**src/rtl/ysyx_22051086_ifu.sv**
```systemverilog
// ysyx_22051086_ifu: instruction fetch stage, single outstanding request.
// Ports: clk/rst, imem req/resp handshakes, br_bus/exc redirect, if_to_id bundle.
module ysyx_22051086_ifu #(
    parameter logic [63:0] RESET_PC = 64'h8000_0000
) (
    input  logic        clk,
    input  logic        rst,
    input  logic        id_allowin,
    output logic        if_to_id_valid,
    output logic [95:0] if_to_id_bus,
    input  logic [65:0] br_bus,
    input  logic        exc_redirect,
    input  logic [63:0] exc_target,
    output logic        inst_req_valid,
    input  logic        inst_req_ready,
    output logic [63:0] inst_req_addr,
    input  logic        inst_resp_valid,
    output logic        inst_resp_ready,
    input  logic [31:0] inst_resp_data
);

    typedef enum logic [1:0] {
        IDLE,
        REQ,
        WAIT
    } state_t;

    state_t      state_q, state_d;
    logic [63:0] fetch_pc_q, fetch_pc_d;
    logic        out_valid_q, out_valid_d;
    logic [63:0] out_pc_q, out_pc_d;
    logic [31:0] out_inst_q, out_inst_d;
    logic        discard_q, discard_d;

    logic        br_stall;
    logic        br_taken;
    logic [63:0] br_target;
    logic        redir;
    logic [63:0] redir_tgt;
    logic        req_hs;
    logic        resp_hs;
    logic        out_fire;

    assign br_stall  = br_bus[65];
    assign br_taken  = br_bus[64];
    assign br_target = br_bus[63:0];

    assign redir     = exc_redirect || (br_taken && id_allowin);
    assign redir_tgt = exc_redirect ? exc_target : br_target;

    assign inst_req_valid  = (state_q == REQ) && !br_stall;
    assign inst_req_addr   = fetch_pc_q;
    assign inst_resp_ready = (state_q == WAIT) &&
                             (!out_valid_q || (id_allowin && !redir));

    assign req_hs   = inst_req_valid && inst_req_ready;
    assign resp_hs  = inst_resp_valid && inst_resp_ready;
    assign out_fire = if_to_id_valid && id_allowin;

    assign if_to_id_valid = out_valid_q && !redir;
    assign if_to_id_bus   = {out_pc_q, out_inst_q};

    always_comb begin
        state_d     = state_q;
        fetch_pc_d  = fetch_pc_q;
        out_valid_d = out_valid_q;
        out_pc_d    = out_pc_q;
        out_inst_d  = out_inst_q;
        discard_d   = discard_q;

        if (out_fire) begin
            out_valid_d = 1'b0;
        end

        unique case (state_q)
            IDLE: begin
                state_d = REQ;
            end
            REQ: begin
                if (req_hs) begin
                    fetch_pc_d = fetch_pc_q + 64'd4;
                    state_d    = WAIT;
                end
            end
            WAIT: begin
                if (resp_hs) begin
                    state_d = REQ;
                    if (discard_q) begin
                        discard_d = 1'b0;
                    end else if (!redir) begin
                        // fetch_pc already advanced past the
                        // request, so it sits 4 ahead of it.
                        out_valid_d = 1'b1;
                        out_pc_d    = fetch_pc_q - 64'd4;
                        out_inst_d  = inst_resp_data;
                    end
                end
            end
            default: begin
                state_d = IDLE;
            end
        endcase

        // A response consumed this cycle leaves nothing to squash;
        // one still in flight, or just requested, must be dropped.
        if (redir) begin
            fetch_pc_d  = redir_tgt;
            out_valid_d = 1'b0;
            if (((state_q == WAIT) && !resp_hs) || req_hs) begin
                discard_d = 1'b1;
            end
        end
    end

    always_ff @(posedge clk) begin
        if (rst) begin
            state_q     <= IDLE;
            fetch_pc_q  <= RESET_PC;
            out_valid_q <= 1'b0;
            out_pc_q    <= 64'd0;
            out_inst_q  <= 32'd0;
            discard_q   <= 1'b0;
        end else begin
            state_q     <= state_d;
            fetch_pc_q  <= fetch_pc_d;
            out_valid_q <= out_valid_d;
            out_pc_q    <= out_pc_d;
            out_inst_q  <= out_inst_d;
            discard_q   <= discard_d;
        end
    end

endmodule

```
**config.mk**
```make
export PLATFORM = sky130hd
export DESIGN_NAME = ysyx_22051086_ifu
export DESIGN_NICKNAME = d
export VERILOG_FILES = /design/src/rtl/ysyx_22051086_ifu.sv
export SDC_FILE = /design/constraint.sdc
export NUM_CORES = 1
export LEC_CHECK = 0
export CORE_UTILIZATION = 45
export CTS_CLUSTER_DIAMETER = 80
export DETAILED_ROUTE_END_ITERATION = 12
export GPL_TIMING_DRIVEN = 1
export HOLD_SLACK_MARGIN = 0.03
export PLACE_DENSITY = 0.79
export SLEW_MARGIN = 20
export SYNTH_ARGS = -nofsm -noshare
export SYNTH_HDL_FRONTEND = slang
export SYNTH_SLANG_ARGS = --single-unit
```
**constraint.sdc**
```tcl
create_clock -name clk -period 7.1 [get_ports clk]
set_input_delay 1.065 -clock clk [delete_from_list [all_inputs] [get_ports clk]]
set_output_delay 1.065 -clock clk [all_outputs]
set_load 0.1 [all_outputs]
```
==> run metrics, run 1 <==
status finished, final reports clean; max-cap violations 0; main combinational cell family by area after synthesis simple AND/OR/NAND/NOR gates; setup violators final 0; Worst Hold Class flop to flop; port bufs 330; Synth Area in Compound Gates roughly a fifth; Residual DRC 0; Worst-path clk slew 0.07 ns; Avg Inst Size Synth around 7.4 um2; mux share of post-synthesis cell area less than 1%; largest net degree at the start of global routing 86; Place WS 2.493 ns; Die Area 21020 um2; Synth cell types 61; number of post-CTS setup repair buffers 0; setup ws final 2.457 ns; Setup Total Neg Slack 0 ns; CP Max Fanout 15; Fin Clk Skew 0.01172 ns; FMAX between 200 and 250 MHz; Vias/cell 5.790; xor and xnor area share after synthesis 7.902%; num rows 51; Setup CP Type primary input to output port; first-pass GRT wire length 51750 um; Synth-to-Final Area Change 42.26%; post-cts resize count 0; dominant cells by area after synthesis dfxtp_1 36%, a21oi_1 6.5%, nand2_1 6.4%, nor2_1 6.1%, a211oi_1 5.2%; Final Cycle Share around two thirds; Post-CTS Hold Buffers 0; Worst slew margin 26.67%; All-Layer GR Usage 30.81%; Synth Cell Area roughly 9000 um2; CP Capture Type output port; initial antenna violation count 0; post-route minimum period 4.643 ns; Synth async-reset ratio 0%; Routed Antenna Nets 0; post-synth top area share a little over a third; static leakage 4.207 nW; Die H roughly 140 um; Seq/Total Area, Yosys 35.69%; NumNets Final 1647; io pins 331; starting density of the core 46.51%; Skew-Pair Late Insertion Delay 0.43 ns; CP max-delay cell clkdlybuf4s50_1; core area between 15000 and 20000 um2; most frequent CP cell clkdlybuf4s50_1; RSZ-0062 raised after global routing false; H-Tree Depth 4; Pre-Repair DR Iteration Count 5; DR iter-0 viols 871; cell with the most instances after synthesis dfxtp_1; CTS Sinks 164; detailed placement HPWL 23110 um; #FFs+latches synth between 150 and 200; vias in the first global route between 9000 and 10000; final hold vios 0; Power Total ~2.6 mW; Post-Synth Adder-Cell Area 0.2720%; CTS root buffer clkbuf_16; area fraction in and, or, nand and nor cells after synthesis 29.24%; synth cell count leaders 164 x dfxtp_1, 157 x nand2_1, 149 x nor2_1; most area-hungry cell type in the Yosys netlist dfxtp_1; share of cells above drive strength 1 4.231%; final wirelength 32600 um; Worst Path Required 6.03 ns; R2R Setup Slk ~3.7 ns; peak supply drop 0.1682 mV; Pins Over Slew Limit 0; CP cell instances clkdlybuf4s50_1 -> a21o_1 -> o21ai_0 -> nor2b_1 -> clkdlybuf4s50_1; worst path arrival time 3.58 ns; Gate Count Post-Synth 1237; EDFF count, synth 0; TritonCTS clock tree yes; YS warnings 0; CTS Buf Count 17; Mapped Nets approximately 1400; Pwr Density ~200 nW/um2; Clock Path Buffers 2; Vias around 10000; Final GP Congestion around 0.92; top_reg_cell synth dfxtp_1; Wirelength per Cell 18.58 um; slowest stage delay, CP ~1.1 ns; gr ovfl total 0; Slew @ Worst Pin 1.097 ns; die width 145.0 um; Startpoint Class primary input
[flip-flops by register name, summed over array words and instances (netlist names)]
name and cells:
discard_q 1, out_pc_q 64, out_inst_q 32, out_valid_q 1, state_q 2, inst_req_addr 64
[critical path: cells and delay by family]
family / cells / cell delay (ns)
and+or+nand+nor: 1 / 0.17
AOI/OAI and AO/OA: 2 / 0.73
buffers and inverters: 2 / 1.61
[where the power goes]
group | switching [mW] | total, mW | leakage (nW) | internal [mW]
clock | 0.388 | 0.988 | 0.289 | 0.599
sequential | 0.0741 | 1.02 | 1.34 | 0.951
combinational | 0.395 | 0.612 | 2.58 | 0.217
total | 0.857 | 2.62 | 4.21 | 1.77
[worst paths after layout]
path,startpoint,to,depth (start not counted)
worst max-delay path,id_allowin,inst_resp_ready,5
worst min-delay path,out_inst_q[23],out_inst_q[23],2
worst max register to register,inst_req_addr[4],out_pc_q[55],6
worst min register to register,out_inst_q[23],out_inst_q[23],2
[through the flow]
step / instances / instance area, um2 / hold slack (ns) / utilization, %
final: 1755 / 13090 / 0.4543 / 66.16
after global routing: 1754 / 13090 / 0.4790 / 66.15
after CTS: 1754 / 13090 / 0.4561 / 66.15
after detailed placement: 1723 / 12460 / 0.4457 / 63.00
after global placement: 1723 / 12460 / 0.4412 / 63.00
after floorplan: 1237 / 9200 / 0.4799 / -
[layer usage]
| metal | routed length (um) | GRT usage [%] | up-vias |
|---|---|---|---|
| met4 | 595 | 11.06 | 0 |
| met2 | 15670 | 50.87 | 482 |
| met5 | 0 | 0 | - |
| met1 | 13790 | 39.91 | 4728 |
| li1 | - | - | 4895 |
| met3 | 2547 | 5.723 | 57 |
[final cells by class]
cell class	count	area, um2
clock inverter	11	176.4
sequential	164	3283
clock buffer	20	446.7
inverter	14	52.55
fill	1691	6694
tap	265	331.6
multi-input combinational	940	5421
antenna	1	2.502
timing repair buffer	340	3373
[placed cells by master, fill, tap and decap left out, types with 12 or more instances in the layout]
master,n
or3_1,19
a211oi_1,64
nor2_1,148
dfxtp_1,164
nand4_1,23
clkbuf_16,17
xor2_1,33
inv_1,14
clkdlybuf4s50_1,328
nand2_1,156
nand3_1,39
nor4_1,28
and3_1,12
buf_4,12
nor3_1,38
o21ai_0,55
xnor2_1,50
a21oi_1,119
[logic make-up after synthesis]
logic type | after synthesis
fa+ha+maj | 2
mux | 3
buf+inv | 133
flops | 164
xor+xnor | 83
simple gates | 544
compound gates | 308
No activity file was read; power rests on OpenSTA's default activity.
==> run 2: changes to the inputs <==
==> constraint.sdc (replaced) <==
create_clock -name clk -period 4.31 [get_ports clk]
set_input_delay 0.6465 -clock clk [delete_from_list [all_inputs] [get_ports clk]]
set_output_delay 0.6465 -clock clk [all_outputs]
set_load 0.1 [all_outputs]
==> run 2 against run 1 <==
Net effect: global-route usage grew 0.26 points; register-to-register slack lost 2.6 ns; largest cell class unchanged; count of clock-buffer cells in the layout shrank 1; final cell count grew 0.28%; highest routed layer is now met5; routed wire length grew 1.3%; final area is the same.
==> run metrics, run 2 (same netlist as run 1, synthesis figures left out) <==
Worst-path clk slew 0.07 ns; num rows 51; Residual DRC 0; FMAX 308.5 MHz; io pins 331; TritonCTS clock tree yes; Routed Antenna Nets 0; non-filler cells in the finished layout 1760; Wirelength per Cell between 15 and 20 um; initial antenna violation count 1; static leakage 4.228 nW; core area 19780 um2; NumNets Final approximately 1700; Die H 145.0 um; Pre-Repair DR Iteration Count 5; CP max-delay cell dfxtp_1; Clock Path Buffers 2; most frequent CP cell nor3_1; Post-CTS Hold Buffers 0; detailed placement HPWL 23880 um; Pins Over Slew Limit 0; CP Max Fanout 11; commonest non-fill, non-tap cell in the layout clkdlybuf4s50_1; CTS root buffer clkbuf_16; Vias just over 10000; Startpoint Class flop; final wirelength 33030 um; worst path arrival time 3.55 ns; DR iter-0 viols 840; antenna cells 0; Worst Hold Class flop to flop; CP Capture Type flop; share of cells above drive strength 1 4.883%; CTS Sinks 164; vias in the first global route between 9000 and 10000; Synth-to-Final Area Change 42.26%; dpl cells 1728; Final GP Congestion 0.8937; All-Layer GR Usage between 30% and 40%; Vias/cell roughly 5.8; final hold vios 0; port bufs 330; CTS Buf Count 17; Skew-Pair Late Insertion Delay 0.43 ns; Worst Path Required 4.62 ns; max-cap violations 0; most frequent cells in the layout 325 x clkdlybuf4s50_1, 164 x dfxtp_1, 156 x nand2_1; CP cell instances ha_1 -> nand2_1 -> nor3_1 -> nand4_1 -> nor3_1 -> xnor2_1 -> a2111oi_0; starting density of the core 46.51%; Slew @ Worst Pin about 1.1 ns; slowest stage delay, CP 0.61 ns; post-cts resize count 0; gr ovfl total 0; RSZ-0062 raised after global routing false; first-pass GRT wire length 52250 um; Pwr Density 320.3 nW/um2; setup violators final 0; Fin Clk Skew 0.01273 ns; Final Cycle Share 75.21%; Fin Hold WS 0.4556 ns; Setup CP Type flop to flop; Die Area 21020 um2; number of post-CTS setup repair buffers 0; post-route minimum period 3.242 ns; Worst slew margin 27.44%; status finished, final reports clean; Setup Total Neg Slack 0 ns; H-Tree Depth 4; peak supply drop a little under 0.3 mV; largest net degree at the start of global routing 73; die width approximately 140 um
==> run 2: power by group <==
group	internal, mW	switching [mW]
Combinational	0.360	0.654
Clock	0.820	0.669
Sequential	1.57	0.123
Total	2.75	1.45
==> run 2: path summary, 6_finish.rpt <==
check	from	endpoint	slack, ns	cells after the start
max	inst_req_addr[2]	inst_req_addr[62]	1.07	7
min	out_inst_q[27]	out_inst_q[27]	0.46	2
max reg2reg	inst_req_addr[2]	inst_req_addr[62]	1.07	7
min reg2reg	out_inst_q[27]	out_inst_q[27]	0.46	2
==> run 2: cell type report <==
cell class | count | area (um2)
clock inverters | 13 | 127.6
repair buffers | 345 | 3428
inverters | 14 | 52.55
clock buffers | 19 | 442.9
multi-input cells | 940 | 5421
fillers | 1741 | 6694
flip-flops and latches | 164 | 3283
well taps | 265 | 331.6
==> run 2: stage by stage <==
stage / util (%) / setup WS [ns] / area (um2) / power (mW)
3_3_place_gp: 63.28 / 1.027 / 12520 / 2.712
6_report: 66.16 / 1.068 / 13090 / 4.192
3_5_place_dp: 63.28 / 1.001 / 12520 / 2.725
5_1_grt: 66.16 / 0.7692 / 13090 / 4.331
2_1_floorplan: - / 0.9897 / 9200 / 2.358
4_1_cts: 66.16 / 1.130 / 13090 / 4.190
==> run 2: metal layers <==
metal,vias up,wire length (um),track usage (%)
li1,4886,-,-
met1,4721,13710,39.36
met2,497,15550,51.51
met3,68,2770,6.541
met4,2,983,11.76
met5,-,11,0
==> run 2: worst max-delay path: cells and delay by family, from the launching register on <==
| kind | cells | cell delay (ns) |
|---|---|---|
| AND/OR/NAND/NOR | 4 | 1.64 |
| adder cells (fa/ha/maj) | 1 | 0.38 |
| AO/OA/AOI/OAI | 1 | 0.37 |
| XOR/XNOR | 1 | 0.12 |
| flip-flops | 1 | 0.61 |
==> run 3: changes to the inputs <==
--- a/config.mk
+++ b/config.mk
@@ -5,12 +5,12 @@
 export SDC_FILE = /design/constraint.sdc
 export NUM_CORES = 1
 export LEC_CHECK = 0
-export CORE_UTILIZATION = 45
+export CORE_UTILIZATION = 41
 export CTS_CLUSTER_DIAMETER = 80
 export DETAILED_ROUTE_END_ITERATION = 12
 export GPL_TIMING_DRIVEN = 1
 export HOLD_SLACK_MARGIN = 0.03
-export PLACE_DENSITY = 0.79
+export PLACE_DENSITY = 0.76
 export SLEW_MARGIN = 20
 export SYNTH_ARGS = -nofsm -noshare
 export SYNTH_HDL_FRONTEND = slang
==> constraint.sdc (replaced) <==
create_clock -name clk -period 2.7 [get_ports clk]
set_input_delay 0.405 -clock clk [delete_from_list [all_inputs] [get_ports clk]]
set_output_delay 0.405 -clock clk [all_outputs]
set_load 0.1 [all_outputs]
==> run 3 against run 2 <==
Net effect: via count up 1.1%; utilization down 6.1 points; routed wire length up 4.5%; combinational power up 64%; maximum frequency up 29%; worst hold slack worse by 0.19 ns; largest cell class unchanged; largest power group unchanged.
==> run metrics, run 3 (same netlist as run 1, synthesis figures left out) <==
Wirelength per Cell 18.96 um; Fin Clk Skew 0.01090 ns; share of cells above drive strength 1 21.10%; io pins 331; NumNets Final 1697; num rows between 50 and 60; final wirelength 34510 um; first-pass GRT wire length just over 50000 um; commonest non-fill, non-tap cell in the layout buf_4; Fillers 2034; Setup Total Neg Slack 0 ns; most frequent cells in the layout 220 x buf_4, 165 x clkdlybuf4s50_1, 156 x nand2_1; port bufs 330; Skew-Pair Late Insertion Delay roughly 0.43 ns; Setup CP Type flop to flop; Pins Over Slew Limit 0; DR iter-0 viols 700; family with the most delay on the worst path simple AND/OR/NAND/NOR gates; core area 21890 um2; worst path arrival time 2.87 ns; starting density of the core 42.03%; Layout Utilization 60.09%; post-route minimum period 2.503 ns; CP Capture Type flop; Worst Hold Class primary input to flop; CP Max Fanout 9; static leakage 4.782 nW; Worst-path clk slew 0.07 ns; combined buffer and inverter count along the critical path 0; R2R Setup Slk 0.20 ns; initial antenna violation count 0; Residual DRC 0; RSZ-0062 raised after global routing false; Die H roughly 150 um; largest net degree at the start of global routing 68; CTS root buffer clkbuf_16; Pre-Repair DR Iteration Count 5; detailed placement HPWL around 26000 um; Final Cycle Share between 90% and 100%; R2R cell count 6; slowest stage delay, CP 0.57 ns; CP cell instances nand3_2 -> or4_4 -> or4b_4 -> or4_1 -> a21o_1 -> a21oi_2; number of post-CTS setup repair buffers 0; Stages on worst setup path 6; Die Area 23040 um2; Fin Hold WS 0.2643 ns; CTS Buf Count 17; Final GP Congestion 0.9336; setup ws final 0.1968 ns; cell area after layout 13150 um2; Clock Path Buffers 2; FMAX about 400 MHz; Vias 10290; max-cap violations 0; TritonCTS clock tree yes; dpl cells between 1500 and 2000; Post-CTS Hold Buffers 0; Worst slew margin 49.06%; CP max-delay cell or4_4; All-Layer GR Usage 29.33%; Synth-to-Final Area Change 42.98%; vias in the first global route 9209; Slew @ Worst Pin 0.7641 ns; CTS Sinks 164; post-cts resize count 0; status finished, final reports clean; Pwr Density roughly 510 nW/um2; DP Area roughly 13000 um2; H-Tree Depth 4; gr ovfl total 0; peak supply drop 0.3930 mV; antenna cells 0; Power Total 6.711 mW; die width 151.8 um; non-filler cells in the finished layout roughly 1800; WHS Path Cells 2; Vias/cell 5.653; Place WS 0.1363 ns; setup violators final 0; Worst Path Required 3.07 ns; final hold vios 0; Routed Antenna Nets 0; Startpoint Class flop
-- run 3: worst register-to-register path: stages (launching register included) --
cell and delay (ns):
dfxtp_4 0.41, nand3_2 0.13, or4_4 0.57, or4b_4 0.58
or4_1 0.48, a21o_1 0.18, a21oi_2 0.10
-- run 3: area by class of cell --
cell class                 count  area (um2)  share of cell area [%]
multi-input combinational    940        5428                   41.26
timing repair buffer         390        3403                   25.87
sequential                   164        3359                   25.54
inverter                      14       52.55                  0.3995
tap                          280       350.3                   2.663
clock inverter                13       117.6                  0.8941
clock buffer                  19       442.9                   3.367
-- run 3: per-layer routing --
metal	vias up	wire length [um]	part of all wire [%]	global-route usage, %
li1	4990	-	-	-
met1	4803	14360	42	37.44
met2	431	16620	48	48.73
met3	64	2499	7.2	5.898
met4	0	1038	3.0	10.50
met5	-	0	0	0
-- run 3: power breakdown --
| part | leakage [nW] | internal (mW) | switching, mW | total [mW] |
|---|---|---|---|---|
| Clock | 0.274 | 1.23 | 1.13 | 2.37 |
| Sequential | 1.35 | 2.51 | 0.182 | 2.69 |
| Combinational | 3.16 | 0.584 | 1.07 | 1.66 |
-- run 3: final timing paths --
check               startpoint           endpoint
max reg2reg  inst_req_addr[33]  inst_req_addr[55]
max          inst_req_addr[33]  inst_req_addr[55]
min reg2reg      out_inst_q[1]      out_inst_q[1]
min                        rst  inst_req_addr[55]
